## src/rtl/key_note_encoder_if.sv

```systemverilog
// Key/note bundle between the raw key switches and the note encoder.
// The master side drives the raw keys; the slave side returns debounced state and note code.
interface key_note_encoder_if #(
  parameter int NUM_KEYS = 7,
  parameter int NOTE_W   = 4
);
  logic [NUM_KEYS-1:0] keys;
  logic [NUM_KEYS-1:0] key_stable;
  logic [NUM_KEYS-1:0] led_out;
  logic [NOTE_W-1:0]   note_out;
  logic                note_valid;
  logic                note_pulse;

  modport master (
    output keys,
    input  key_stable,
    input  led_out,
    input  note_out,
    input  note_valid,
    input  note_pulse
  );

  modport slave (
    input  keys,
    output key_stable,
    output led_out,
    output note_out,
    output note_valid,
    output note_pulse
  );
endinterface

```

## src/rtl/key_note_encoder.sv

```systemverilog
// MiniPiano front end: synchronises and debounces the raw keys, then resolves the
// held keys to one registered note code (0 = silence) with a new-note pulse.
module key_note_encoder #(
  parameter int NUM_KEYS        = 7,
  parameter int DEBOUNCE_CYCLES = 1_000_000,
  parameter int CNT_W           = 20,
  parameter int NOTE_W          = 4
) (
  input  logic              clk,
  input  logic              rst,
  key_note_encoder_if.slave bus
);

  logic [NUM_KEYS-1:0] sync1_q,      sync1_d;
  logic [NUM_KEYS-1:0] sync2_q,      sync2_d;
  logic [NUM_KEYS-1:0] key_stable_q, key_stable_d;
  logic [NUM_KEYS-1:0] prev_q,       prev_d;
  logic [CNT_W-1:0]    cnt_q [NUM_KEYS];
  logic [CNT_W-1:0]    cnt_d [NUM_KEYS];
  logic [NOTE_W-1:0]   note_q,       note_d;
  logic                note_valid_q, note_valid_d;
  logic                note_pulse_q, note_pulse_d;

  logic [NUM_KEYS-1:0] mismatch;
  logic [NUM_KEYS-1:0] cnt_done;
  logic [NUM_KEYS-1:0] rise;
  logic [NUM_KEYS-1:0] fall;
  logic                any_rise;
  logic                cur_fell;
  logic [NOTE_W-1:0]   rise_code;
  logic [NOTE_W-1:0]   held_code;

  always_comb begin
    sync1_d = bus.keys;
    sync2_d = sync1_q;
    prev_d  = key_stable_q;
  end

  // Each key has its own counter; cnt != 0 means that key is mid-debounce.
  for (genvar gi = 0; gi < NUM_KEYS; gi++) begin : g_debounce
    assign mismatch[gi] = sync2_q[gi] ^ key_stable_q[gi];
    assign cnt_done[gi] = (cnt_q[gi] == CNT_W'(DEBOUNCE_CYCLES - 1));

    always_comb begin
      cnt_d[gi]        = cnt_q[gi];
      key_stable_d[gi] = key_stable_q[gi];
      if (!mismatch[gi]) begin
        cnt_d[gi] = '0;
      end else if (cnt_done[gi]) begin
        key_stable_d[gi] = sync2_q[gi];
        cnt_d[gi]        = '0;
      end else begin
        cnt_d[gi] = cnt_q[gi] + 1'b1;
      end
    end
  end

  // Descending scans so the lowest matching index is the one that sticks.
  always_comb begin
    rise      = key_stable_q & ~prev_q;
    fall      = ~key_stable_q & prev_q;
    any_rise  = 1'b0;
    cur_fell  = 1'b0;
    rise_code = '0;
    held_code = '0;
    for (int i = NUM_KEYS - 1; i >= 0; i--) begin
      if (rise[i]) begin
        any_rise  = 1'b1;
        rise_code = NOTE_W'(i + 1);
      end
      if (key_stable_q[i]) begin
        held_code = NOTE_W'(i + 1);
      end
      if (fall[i] && (note_q == NOTE_W'(i + 1))) begin
        cur_fell = 1'b1;
      end
    end

    note_d = note_q;
    if (any_rise) begin
      note_d = rise_code;
    end else if (cur_fell) begin
      note_d = held_code;
    end

    note_valid_d = (note_d != '0);
    note_pulse_d = (note_d != '0) && (note_d != note_q);
  end

  always_ff @(posedge clk) begin
    if (rst) begin
      sync1_q      <= '0;
      sync2_q      <= '0;
      key_stable_q <= '0;
      prev_q       <= '0;
      cnt_q        <= '{default: '0};
      note_q       <= '0;
      note_valid_q <= 1'b0;
      note_pulse_q <= 1'b0;
    end else begin
      sync1_q      <= sync1_d;
      sync2_q      <= sync2_d;
      key_stable_q <= key_stable_d;
      prev_q       <= prev_d;
      cnt_q        <= cnt_d;
      note_q       <= note_d;
      note_valid_q <= note_valid_d;
      note_pulse_q <= note_pulse_d;
    end
  end

  assign bus.key_stable = key_stable_q;
  assign bus.led_out    = key_stable_q;
  assign bus.note_out   = note_q;
  assign bus.note_valid = note_valid_q;
  assign bus.note_pulse = note_pulse_q;

endmodule

```

## src/flat_wrapper.sv

```systemverilog
// flat-port wrapper written by rule: the top's interface ports become plain ports
module key_note_encoder_flat 
#(
  parameter int NUM_KEYS        = 7,
  parameter int DEBOUNCE_CYCLES = 1_000_000,
  parameter int CNT_W           = 20,
  parameter int NOTE_W          = 4
)
  (clk, rst, bus_keys, bus_key_stable, bus_led_out, bus_note_out, bus_note_valid, bus_note_pulse);
  key_note_encoder_if #(.NUM_KEYS(NUM_KEYS), .NOTE_W(NOTE_W)) bus_i ();
  input  logic clk;
  input  logic rst;
  input wire logic [$bits(bus_i.keys)-1:0] bus_keys;
  output wire logic [$bits(bus_i.key_stable)-1:0] bus_key_stable;
  output wire logic [$bits(bus_i.led_out)-1:0] bus_led_out;
  output wire logic [$bits(bus_i.note_out)-1:0] bus_note_out;
  output wire logic [$bits(bus_i.note_valid)-1:0] bus_note_valid;
  output wire logic [$bits(bus_i.note_pulse)-1:0] bus_note_pulse;
  assign bus_i.keys = bus_keys;
  assign bus_key_stable = bus_i.key_stable;
  assign bus_led_out = bus_i.led_out;
  assign bus_note_out = bus_i.note_out;
  assign bus_note_valid = bus_i.note_valid;
  assign bus_note_pulse = bus_i.note_pulse;
  key_note_encoder #(.NUM_KEYS(NUM_KEYS), .DEBOUNCE_CYCLES(DEBOUNCE_CYCLES), .CNT_W(CNT_W), .NOTE_W(NOTE_W)) u_core (.clk(clk), .rst(rst), .bus(bus_i));
endmodule
```

## config.mk

```make
export PLATFORM = sky130hd
export DESIGN_NAME = key_note_encoder_flat
export DESIGN_NICKNAME = d
export VERILOG_FILES = /design/src/rtl/key_note_encoder_if.sv /design/src/rtl/key_note_encoder.sv /design/src/flat_wrapper.sv
export SDC_FILE = /design/constraint.sdc
export NUM_CORES = 1
export LEC_CHECK = 0
export ABC_AREA = 1
export CAP_MARGIN = 20
export CORE_ASPECT_RATIO = 1.1
export CORE_MARGIN = 2
export CORE_UTILIZATION = 65
export CTS_BUF_LIST = sky130_fd_sc_hd__clkbuf_8
export CTS_CLUSTER_DIAMETER = 120
export DETAILED_ROUTE_END_ITERATION = 7
export DONT_BUFFER_PORTS = 1
export MAX_ROUTING_LAYER = met4
export PLACE_DENSITY = 0.81
export SYNTH_ARGS = -nofsm -noshare
export SYNTH_HDL_FRONTEND = slang
export SYNTH_SLANG_ARGS = --single-unit
```

## constraint.sdc

```tcl
create_clock -name clk -period 2.2 [get_ports clk]
set_clock_uncertainty 0.2 [all_clocks]
set_input_delay 0.55 -clock clk [delete_from_list [all_inputs] [get_ports clk]]
set_output_delay 0.55 -clock clk [all_outputs]
set_load 0.005 [all_outputs]
```

# Yosys cells after proc, flatten, opt, wreduce, memory -nomap -nowiden
# Cells that the tools add are included.
dict set report op_classes {
  n_mux 30
  reduce_logical 23
  n_addsub 7
  eq_ne 15
  bitwise_logic 18
}
# op count
set op_table {}
lappend op_table {{20-bit by 1-bit adder with 20-bit output (second input constant)} 7}
lappend op_table {{20-bit == test (second input constant)} 7}
lappend op_table {{3-bit two-way mux} 14}
lappend op_table {{3-bit OR reduction} 7}
lappend op_table {{4-bit by 3-bit == test with 1-bit output (second input constant)} 4}
lappend op_table {{7-bit AND} 2}
lappend op_table {{1-bit two-way mux} 14}
lappend op_table {{7-bit NOT} 2}
lappend op_table {{2-bit AND reduction} 7}
lappend op_table {{4-bit by 2-bit == test with 1-bit output (second input constant)} 2}
lappend op_table {{1-bit logical AND} 8}
lappend op_table {{4-bit two-way mux} 2}
lappend op_table {{1-bit NOT} 7}
lappend op_table {{1-bit bitwise XOR} 7}
lappend op_table {{4-bit by 1-bit == test with 1-bit output (second input constant)} 1}
lappend op_table {{4-bit != test} 1}
lappend op_table {{4-bit nonzero test} 1}
dict set report totals {
  in_bits 9
  out_inout_bits 20
  wordCells 113
  reg_bits 174
}

# Depth between registers and ports, before layout
# Gate-level depths: netlist (run 1).
dict set report depth {
  depth_word 14
  depth_mapped 14
  depth_no_buf 14
}

# Least setup slack after synthesis (run 1)
# OpenSTA, ideal clock, no wires.
dict set report synth_path {
  kind {reg2reg}
  start {register u_core.cnt_q[0] in the netlist's numbering}
  end {register u_core.cnt_q[16] in the netlist's numbering}
  stages_incl_launch_ff 14
  arrival_ns 1.522
  setup_slack_ns 0.360
  path_buffers 0
  synth_period_minus_slack_ns 1.840
  path_cell_list {dfxtp_1 ha_1 nand2_1 inv_2 nand2_2 nor2_4 nand2_2 nor2_4 nand2_2 nor2_2 nand3_1 or2_0 o21ai_1 a21oi_1}
}
dict set report synth_via {
  elab_chain_len 2
  elab_cells_between_ends 3
  classes_between {add/sub (1); eq/ne (1); reduce/logical (1)}
}
# item line
set synth_lines {}
lappend synth_lines {{start: declaration} key_note_encoder.sv:18} ;# logic [CNT_W-1:0] cnt_q [NUM_KEYS];
lappend synth_lines {{start signal: assignment} key_note_encoder.sv:105} ;# cnt_q <= cnt_d;
lappend synth_lines {{branches (longest 2 deep; another with 20-bit by 1-bit adder with 20-bit output)} n/a}
# Several ways; the timed one is not identified.
# A chain may end at the register's enable or synchronous reset.

# Worst setup path after layout (run 1)
dict set report layout_path {
  start {register u_core.cnt_q[60] in the netlist's numbering}
  end {register u_core.cnt_q[76] in the netlist's numbering}
}
# The elaborated chain is that of the path after synthesis.

==> run_summary.xml, run 1 <==
<?xml version="1.0" encoding="UTF-8"?>
<metrics>
  <group name="die">
    <metric name="design.die.area" unit="um2">13200</metric>
    <metric name="die-height" unit="um">120</metric>
    <metric name="ioPinCount" unit="">29</metric>
    <metric name="floorplan_die_width" unit="um">110</metric>
    <metric name="floorplan.initialDensity" unit="%">66.3</metric>
    <metric name="rows" unit="">42</metric>
    <metric name="floorplan.core_area" unit="um2">12000</metric>
  </group>
  <group name="route">
    <metric name="dr.pass1.iters" unit="">5</metric>
    <metric name="route.final.wire_length" unit="um">15000</metric>
    <metric name="route.detailed.drc" unit="">0</metric>
    <metric name="via_per_inst" unit="">5.27</metric>
    <metric name="drt_iter0_markers" unit="">390</metric>
    <metric name="antenna_violating_nets_post_route" unit="">0</metric>
    <metric name="num_vias" unit="">6601</metric>
    <metric name="routed_wire_length_per_instance" unit="um">11.9</metric>
  </group>
  <group name="final_layout">
    <metric name="final_area" unit="um2">8710</metric>
    <metric name="multiInputGateArea" unit="um2">3790</metric>
    <metric name="num-fill-cells" unit="">1005</metric>
    <metric name="area.growth.synth_to_final" unit="%">9.20</metric>
    <metric name="final_util" unit="%">72.4</metric>
    <metric name="final_net_count" unit="">1104</metric>
    <metric name="layout-drive-gt1-share" unit="%">12.8</metric>
    <metric name="regArea" unit="um2">3490</metric>
    <metric name="finish.cell_count_without_fillers" unit="">1253</metric>
    <metric name="antenna_cells_inserted" unit="">0</metric>
  </group>
  <group name="clocking">
    <metric name="bufs_on_longest_clock_path" unit="">2</metric>
    <metric name="cell_at_the_root_of_the_clock_tree" unit="">sky130_fd_sc_hd__clkbuf_8</metric>
    <metric name="cts_sinks" unit="">174</metric>
    <metric name="cts_inserted_buffers" unit="">17</metric>
    <metric name="tritoncts" unit="">yes</metric>
    <metric name="clk_transition_reported_paths" unit="ns">0.08</metric>
    <metric name="htree_levels" unit="">4</metric>
    <metric name="worst_skew_late_latency" unit="ns">0.46</metric>
  </group>
  <group name="setup_path">
    <metric name="critical_setup_path_class" unit="">register to register</metric>
    <metric name="crit_path_start_kind" unit="">register</metric>
    <metric name="critical_path_fanout_max" unit="">3</metric>
    <metric name="cp_data_required_time" unit="ns">2.35</metric>
    <metric name="timing.critical_path.arrival" unit="ns">2.19</metric>
    <metric name="cp-end-kind" unit="">register</metric>
  </group>
  <group name="logic_synthesis">
    <metric name="netlist_top_cells_area" unit="">sky130_fd_sc_hd__dfxtp_1 (44%), sky130_fd_sc_hd__inv_1 (7.3%), sky130_fd_sc_hd__nor2_1 (7.2%)</metric>
    <metric name="synth_fp_nets" unit="">1076</metric>
    <metric name="postSynthAreaPerCell" unit="um2">7.53</metric>
    <metric name="post_synth_xor_area_fraction" unit="%">2.63</metric>
    <metric name="post_synth_most_frequent_cells" unit="">sky130_fd_sc_hd__dfxtp_1 (174), sky130_fd_sc_hd__inv_1 (156), sky130_fd_sc_hd__nor2_1 (154)</metric>
    <metric name="yosys_synthesis_warning_count" unit="">0</metric>
    <metric name="synth_ff_type" unit="">sky130_fd_sc_hd__dfxtp_1</metric>
    <metric name="ys_seq_elements" unit="">174</metric>
    <metric name="synth_fa_ha_area_share" unit="%">1.10</metric>
    <metric name="synth.most_common_cell" unit="">sky130_fd_sc_hd__dfxtp_1</metric>
    <metric name="syn_inst" unit="">1060</metric>
    <metric name="count_of_cell_types_in_the_netlist" unit="">42</metric>
    <metric name="synth_mux_area_share" unit="%">0</metric>
    <metric name="synth_top_area_share" unit="%">43.7</metric>
    <metric name="synthesis.area" unit="um2">7980</metric>
    <metric name="synth_simple_gate_area_share" unit="%">33.6</metric>
    <metric name="async_flop_share" unit="%">0</metric>
    <metric name="synth-edff-count" unit="">0</metric>
    <metric name="synth-seq-area-share" unit="%">43.7</metric>
    <metric name="synth-compound-area-share" unit="%">9.89</metric>
    <metric name="synth_top_cell_by_area" unit="">sky130_fd_sc_hd__dfxtp_1</metric>
    <metric name="main_combinational_cell_family_by_area_after_synthesis" unit="">simple AND/OR/NAND/NOR gates</metric>
  </group>
  <group name="power_and_ir_drop">
    <metric name="total_power" unit="mW">5.34</metric>
    <metric name="vdd.ir_drop.worst" unit="uV">445</metric>
    <metric name="pwr_density_cell" unit="nW/um2">613</metric>
    <metric name="power.leakage" unit="nW">3.18</metric>
  </group>
  <group name="place">
    <metric name="dpl.cell_count" unit="">1210</metric>
    <metric name="dp.final_hpwl" unit="um">10700</metric>
    <metric name="routabilityCongestion" unit="">0.882</metric>
    <metric name="dpl_cell_area" unit="um2">8190</metric>
    <metric name="io_buffer_count" unit="">0</metric>
  </group>
  <group name="timing">
    <metric name="finalSetupTns" unit="ns">0</metric>
    <metric name="final_max_slew_viol_count" unit="">0</metric>
    <metric name="worst_pin_slew" unit="ns">0.423</metric>
    <metric name="hold_viol_final" unit="">0</metric>
    <metric name="setup_viol" unit="">0</metric>
    <metric name="post-route-period-util" unit="%">93.0</metric>
    <metric name="final_period_minus_worst_setup_slack" unit="ns">2.05</metric>
    <metric name="maxSlewHeadroom" unit="%">71.6</metric>
    <metric name="clock.fmax" unit="GHz">0.489</metric>
  </group>
  <group name="global_routing">
    <metric name="antenna_found_initial" unit="">0</metric>
    <metric name="grt_remaining_overflow" unit="">0</metric>
    <metric name="globalRouteTotalUtil" unit="%">25.0</metric>
    <metric name="grt_max_degree" unit="">33</metric>
    <metric name="first_global_vias" unit="">6118</metric>
    <metric name="global_route_wire_length_before_repair" unit="um">25800</metric>
  </group>
  <group name="outcome">
    <metric name="status" unit="">finished, final reports clean</metric>
  </group>
  <group name="run">
    <metric name="maxCapViolations" unit="">0</metric>
  </group>
  <group name="worst_hold_path">
    <metric name="worstHoldPathType" unit="">primary input to register</metric>
  </group>
</metrics>
## routing by layer
layer | vias up | wire length, um | track usage, %
met5 | - | 0 | -
met4 | 0 | 242 | 8.47
met3 | 20 | 614 | 5.98
met2 | 97 | 7380 | 42.1
met1 | 2991 | 6730 | 29.1
li1 | 3493 | - | -
## final timing paths
check	start	endpoint	slack, ns	cells after the start
setup reg to reg	u_core.cnt_q[60]	u_core.cnt_q[76]	0.15	10
hold / removal	rst	u_core.sync1_q[5]	0.17	2
hold reg to reg	u_core.sync1_q[6]	u_core.sync2_q[6]	0.21	2
setup / recovery	u_core.cnt_q[60]	u_core.cnt_q[76]	0.15	10
## placed cells by master, fill, tap and decap left out, types with 7 or more instances in the layout
| cell type | synthesis | routed |
|---|---|---|
| sky130_fd_sc_hd__nand4_1 | 29 | 29 |
| sky130_fd_sc_hd__nor2_4 | 13 | 14 |
| sky130_fd_sc_hd__nand2_2 | 12 | 14 |
| sky130_fd_sc_hd__nor4_1 | 18 | 18 |
| sky130_fd_sc_hd__buf_4 | 9 | 19 |
| sky130_fd_sc_hd__nand3_2 | 6 | 7 |
| sky130_fd_sc_hd__nand2_1 | 152 | 150 |
| sky130_fd_sc_hd__nor2_2 | 16 | 16 |
| sky130_fd_sc_hd__inv_2 | 7 | 7 |
| sky130_fd_sc_hd__dlygate4sd3_1 | 0 | 7 |
| sky130_fd_sc_hd__clkbuf_8 | 0 | 22 |
| sky130_fd_sc_hd__nor3b_1 | 14 | 14 |
| sky130_fd_sc_hd__inv_1 | 156 | 159 |
| sky130_fd_sc_hd__o21ai_0 | 37 | 36 |
| sky130_fd_sc_hd__a21oi_1 | 81 | 81 |
| sky130_fd_sc_hd__nor3_1 | 37 | 37 |
| sky130_fd_sc_hd__nand3_1 | 41 | 40 |
| sky130_fd_sc_hd__nor3_2 | 11 | 10 |
| sky130_fd_sc_hd__a211oi_1 | 9 | 9 |
| sky130_fd_sc_hd__xor2_1 | 18 | 18 |
| sky130_fd_sc_hd__nor2_1 | 154 | 153 |
| sky130_fd_sc_hd__dfxtp_1 | 174 | 170 |
| sky130_fd_sc_hd__o21a_1 | 7 | 7 |
## through the flow
step | setup slack, ns | hold WS (ns)
2_1_floorplan | 0.360 | 0.188
3_3_place_gp | 0.209 | 0.198
3_5_place_dp | 0.125 | 0.199
4_1_cts | 0.0902 | 0.150
5_1_grt | -0.0227 | 0.162
6_report | 0.153 | 0.168
## flip-flops by register name, summed over array words and instances, names as in the netlist
register               flops
u_core.bus.key_stable      7
u_core.bus.note_valid      1
u_core.sync1_q             7
u_core.cnt_q             140
u_core.bus.note_out        4
u_core.sync2_q             7
u_core.prev_q              7
u_core.bus.note_pulse      1
## critical path, stage by stage, from the launching register on
cell and delay (ns):
sky130_fd_sc_hd__dfxtp_2 0.34, sky130_fd_sc_hd__ha_1 0.17, sky130_fd_sc_hd__nand2_1 0.07, sky130_fd_sc_hd__nor2_1 0.12, sky130_fd_sc_hd__nand3_1 0.11, sky130_fd_sc_hd__nor2_2 0.14
sky130_fd_sc_hd__nand3_1 0.10, sky130_fd_sc_hd__nor4_1 0.34, sky130_fd_sc_hd__nand2_1 0.12, sky130_fd_sc_hd__o21ai_0 0.17, sky130_fd_sc_hd__a21oi_1 0.05
## report_power, final
group / switching [mW] / leakage (nW) / internal, mW / total, mW
clock: 1.06 / 0.200 / 1.02 / 2.08
combinational: 0.0534 / 1.57 / 0.0363 / 0.0897
sequential: 0.00831 / 1.41 / 3.16 / 3.17
## repair_timing
action,CTS,global route
hold buffers,8,0
resized for setup,0,12
setup buffers,0,5
setup endpoints to repair,0,35
endpoints found under the hold margin,32,0
## final cells by class
type	count	share of cell area [%]
multi-input combinational	703	43.5
sequential	174	40.0
inverter	164	7.06
clock buffer	22	3.47
timing repair buffer	28	2.90
tap	154	2.21
clock inverter	8	0.775
## kinds of logic after synthesis
logic type / Yosys count
AND/OR/NAND/NOR: 526
adder cells (fa/ha/maj): 7
flip-flops: 174
AO/OA/AOI/OAI: 146
buffers and inverters: 183
XOR/XNOR: 24
Note: power is estimated with default switching activity, not from simulation.
==> run 2, diff against run 1 <==
--- a/config.mk
+++ b/config.mk
@@ -15,7 +15,7 @@
 export DETAILED_ROUTE_END_ITERATION = 7
 export DONT_BUFFER_PORTS = 1
 export MAX_ROUTING_LAYER = met4
-export PLACE_DENSITY = 0.81
+export PLACE_DENSITY = 0.91
 export SYNTH_ARGS = -nofsm -noshare
 export SYNTH_HDL_FRONTEND = slang
 export SYNTH_SLANG_ARGS = --single-unit
==> run 2 against run 1 <==
Die area is the same. Hold slack lost 0.15 ns. Count of clock-buffer cells in the layout shrank 3. Critical endpoint is now u_core.cnt_q[129]. Largest cell class unchanged. Critical path type unchanged.
==> run_summary.xml, run 2 (synthesized netlist as in run 1, its figures left out) <==
<?xml version="1.0" encoding="UTF-8"?>
<metrics>
  <group name="run">
    <metric name="maxCapViolations" unit="">0</metric>
  </group>
  <group name="die">
    <metric name="rows" unit="">42</metric>
    <metric name="design.die.area" unit="um2">13200</metric>
    <metric name="die-height" unit="um">120</metric>
    <metric name="ioPinCount" unit="">29</metric>
    <metric name="floorplan.core_area" unit="um2">12000</metric>
    <metric name="floorplan.initialDensity" unit="%">66.3</metric>
    <metric name="floorplan_die_width" unit="um">110</metric>
  </group>
  <group name="clocking">
    <metric name="htree_levels" unit="">4</metric>
    <metric name="cts_sinks" unit="">174</metric>
    <metric name="bufs_on_longest_clock_path" unit="">2</metric>
    <metric name="tritoncts" unit="">yes</metric>
    <metric name="cts_inserted_buffers" unit="">17</metric>
    <metric name="cell_at_the_root_of_the_clock_tree" unit="">sky130_fd_sc_hd__clkbuf_8</metric>
    <metric name="clk_transition_reported_paths" unit="ns">0.08</metric>
    <metric name="worst_skew_late_latency" unit="ns">0.47</metric>
  </group>
  <group name="global_routing">
    <metric name="grt_remaining_overflow" unit="">0</metric>
    <metric name="antenna_found_initial" unit="">0</metric>
    <metric name="global_route_wire_length_before_repair" unit="um">25900</metric>
    <metric name="grt_max_degree" unit="">33</metric>
    <metric name="first_global_vias" unit="">6258</metric>
    <metric name="globalRouteTotalUtil" unit="%">25.2</metric>
  </group>
  <group name="power_and_ir_drop">
    <metric name="switching_power_of_the_nets" unit="mW">1.14</metric>
    <metric name="swShare" unit="%">21.7</metric>
    <metric name="power.clock.fraction" unit="%">38.0</metric>
    <metric name="pwr_density_cell" unit="nW/um2">605</metric>
    <metric name="power.leakage" unit="nW">3.16</metric>
    <metric name="power.internal" unit="mW">4.11</metric>
    <metric name="vdd.ir_drop.worst" unit="uV">392</metric>
    <metric name="p_comb_share" unit="%">1.6</metric>
    <metric name="share_seq_of_total_power" unit="%">60.4</metric>
  </group>
  <group name="timing">
    <metric name="worst_pin_slew" unit="ns">0.493</metric>
    <metric name="maxSlewHeadroom" unit="%">66.8</metric>
    <metric name="final_period_minus_worst_setup_slack" unit="ns">2.10</metric>
    <metric name="setup_viol" unit="">0</metric>
    <metric name="hold_viol_final" unit="">0</metric>
    <metric name="post-route-period-util" unit="%">95.3</metric>
    <metric name="clock.fmax" unit="GHz">0.477</metric>
    <metric name="final.hold.worst_slack" unit="ns">0.0154</metric>
    <metric name="final_max_slew_viol_count" unit="">0</metric>
  </group>
  <group name="place">
    <metric name="dpl.cell_count" unit="">1207</metric>
    <metric name="routabilityCongestion" unit="">0.881</metric>
    <metric name="dp.final_hpwl" unit="um">11100</metric>
    <metric name="io_buffer_count" unit="">0</metric>
  </group>
  <group name="final_layout">
    <metric name="antenna_cells_inserted" unit="">0</metric>
    <metric name="layout_common_cells" unit="">sky130_fd_sc_hd__dfxtp_1 (169), sky130_fd_sc_hd__inv_1 (159), sky130_fd_sc_hd__nand2_1 (150), sky130_fd_sc_hd__nor2_1 (150), sky130_fd_sc_hd__a21oi_1 (81)</metric>
    <metric name="num-fill-cells" unit="">913</metric>
    <metric name="layout-drive-gt1-share" unit="%">13.2</metric>
    <metric name="final_net_count" unit="">1103</metric>
    <metric name="multiInputGateArea" unit="um2">3800</metric>
    <metric name="largest_register_ffs" unit="">140</metric>
    <metric name="regArea" unit="um2">3490</metric>
    <metric name="area.growth.synth_to_final" unit="%">8.70</metric>
    <metric name="finish.cell_count_without_fillers" unit="">1252</metric>
    <metric name="mostFrequentLayoutCell" unit="">sky130_fd_sc_hd__dfxtp_1</metric>
    <metric name="most_flop_heavy_register" unit="">u_core.cnt_q</metric>
  </group>
  <group name="setup_path">
    <metric name="critical_path_cell_count" unit="">12</metric>
    <metric name="timing.critical_path.arrival" unit="ns">2.26</metric>
    <metric name="critPathMaxStageDelay" unit="ns">0.37</metric>
    <metric name="cp_data_required_time" unit="ns">2.36</metric>
    <metric name="cp-startpoint" unit="">u_core.cnt_q[120]</metric>
    <metric name="cpMaxStageDelayCell" unit="">sky130_fd_sc_hd__dfxtp_1</metric>
    <metric name="critical_path_fanout_max" unit="">11</metric>
    <metric name="ff2ff_path_depth" unit="">12</metric>
    <metric name="timing.reg2reg.setup_slack" unit="ns">0.10</metric>
    <metric name="critical_path.endpoint" unit="">u_core.cnt_q[129]</metric>
    <metric name="crit_buf_inv" unit="">2</metric>
    <metric name="worst_r2r_endpoint" unit="">u_core.cnt_q[129]</metric>
    <metric name="timing.critical_path.mode_cell" unit="">sky130_fd_sc_hd__nor2_2</metric>
    <metric name="critical_setup_path_class" unit="">register to register</metric>
    <metric name="r2r-start" unit="">u_core.cnt_q[120]</metric>
    <metric name="critical_path.cell_chain" unit="">ha_1 -&gt; nand2_1 -&gt; nor2_2 -&gt; inv_2 -&gt; nor2_4 -&gt; nand2_4 -&gt; nor2_2 -&gt; nand4_1 -&gt; nand2_2 -&gt; buf_4 -&gt; a21oi_1 -&gt; o21a_1</metric>
    <metric name="cp-end-kind" unit="">register</metric>
    <metric name="critical-path-top-delay-family" unit="">simple AND/OR/NAND/NOR gates</metric>
    <metric name="crit_path_start_kind" unit="">register</metric>
  </group>
  <group name="route">
    <metric name="via_per_inst" unit="">5.41</metric>
    <metric name="drt_iter0_markers" unit="">423</metric>
    <metric name="dr.pass1.iters" unit="">5</metric>
    <metric name="route.detailed.drc" unit="">0</metric>
    <metric name="route.final.wire_length" unit="um">15700</metric>
    <metric name="num_vias" unit="">6779</metric>
    <metric name="routed_wire_length_per_instance" unit="um">12.5</metric>
    <metric name="antenna_violating_nets_post_route" unit="">0</metric>
  </group>
  <group name="worst_hold_path">
    <metric name="min-delay-start" unit="">bus_keys[5]</metric>
    <metric name="worstHoldPathType" unit="">primary input to register</metric>
  </group>
  <group name="outcome">
    <metric name="status" unit="">finished, final reports clean</metric>
  </group>
</metrics>
run 2: cell type report:
class,instances,area share (%)
Clock buffer,19,3.01
Clock inverter,11,0.923
Inverter,164,7.10
Multi-Input combinational cell,703,43.9
Sequential cell,174,40.2
Tap cell,154,2.22
Timing Repair Buffer,27,2.65
run 2: power groups by stage:
stage	sequential [mW]	combinational (mW)	clock [mW]
floorplan	3.24	0.0515	0
global placement	3.24	0.0579	0
detailed placement	3.24	0.0600	0
CTS	3.17	0.0821	2.01
global route	3.17	0.0966	2.15
finish	3.17	0.0855	1.99
run 2: routing by layer:
metal	GRT usage, %	up-vias	part of all wire, %
met2	42.1	125	50
li1	-	3495	-
met4	10.5	0	2.9
met3	6.15	42	4.0
met5	-	-	0
met1	28.6	3117	44
run 2: through the flow:
stage | utilization (%) | cell area (um2) | setup slack [ns] | TNS (ns) | power, mW
after floorplan | - | 7980 | 0.360 | 0 | 3.29
final | 72.1 | 8670 | 0.103 | 0 | 5.25
after global placement | 67.7 | 8150 | 0.189 | 0 | 3.30
after CTS | 71.2 | 8570 | 0.0834 | 0 | 5.27
after detailed placement | 67.7 | 8150 | 0.103 | 0 | 3.30
after global routing | 72.1 | 8670 | -0.0361 | -0.141 | 5.42
run 2: how the worst min path moves through the flow:
stage                                    to  slack [ns]  depth (start not counted)
after detailed placement  u_core.sync2_q[5]        0.19                          2
after floorplan           u_core.sync2_q[0]        0.19                          2
after CTS                 u_core.sync1_q[5]       0.008                          2
after global routing      u_core.sync1_q[5]       0.002                          2
after global placement    u_core.sync2_q[5]        0.19                          2
final                     u_core.sync1_q[5]        0.02                          2
run 2: timing repair:
action,CTS,global route
hold endpoints to repair,32,0
endpoints found under the setup margin,0,26
hold buffers,7,0
setup buffers,0,8
resized for setup,0,16
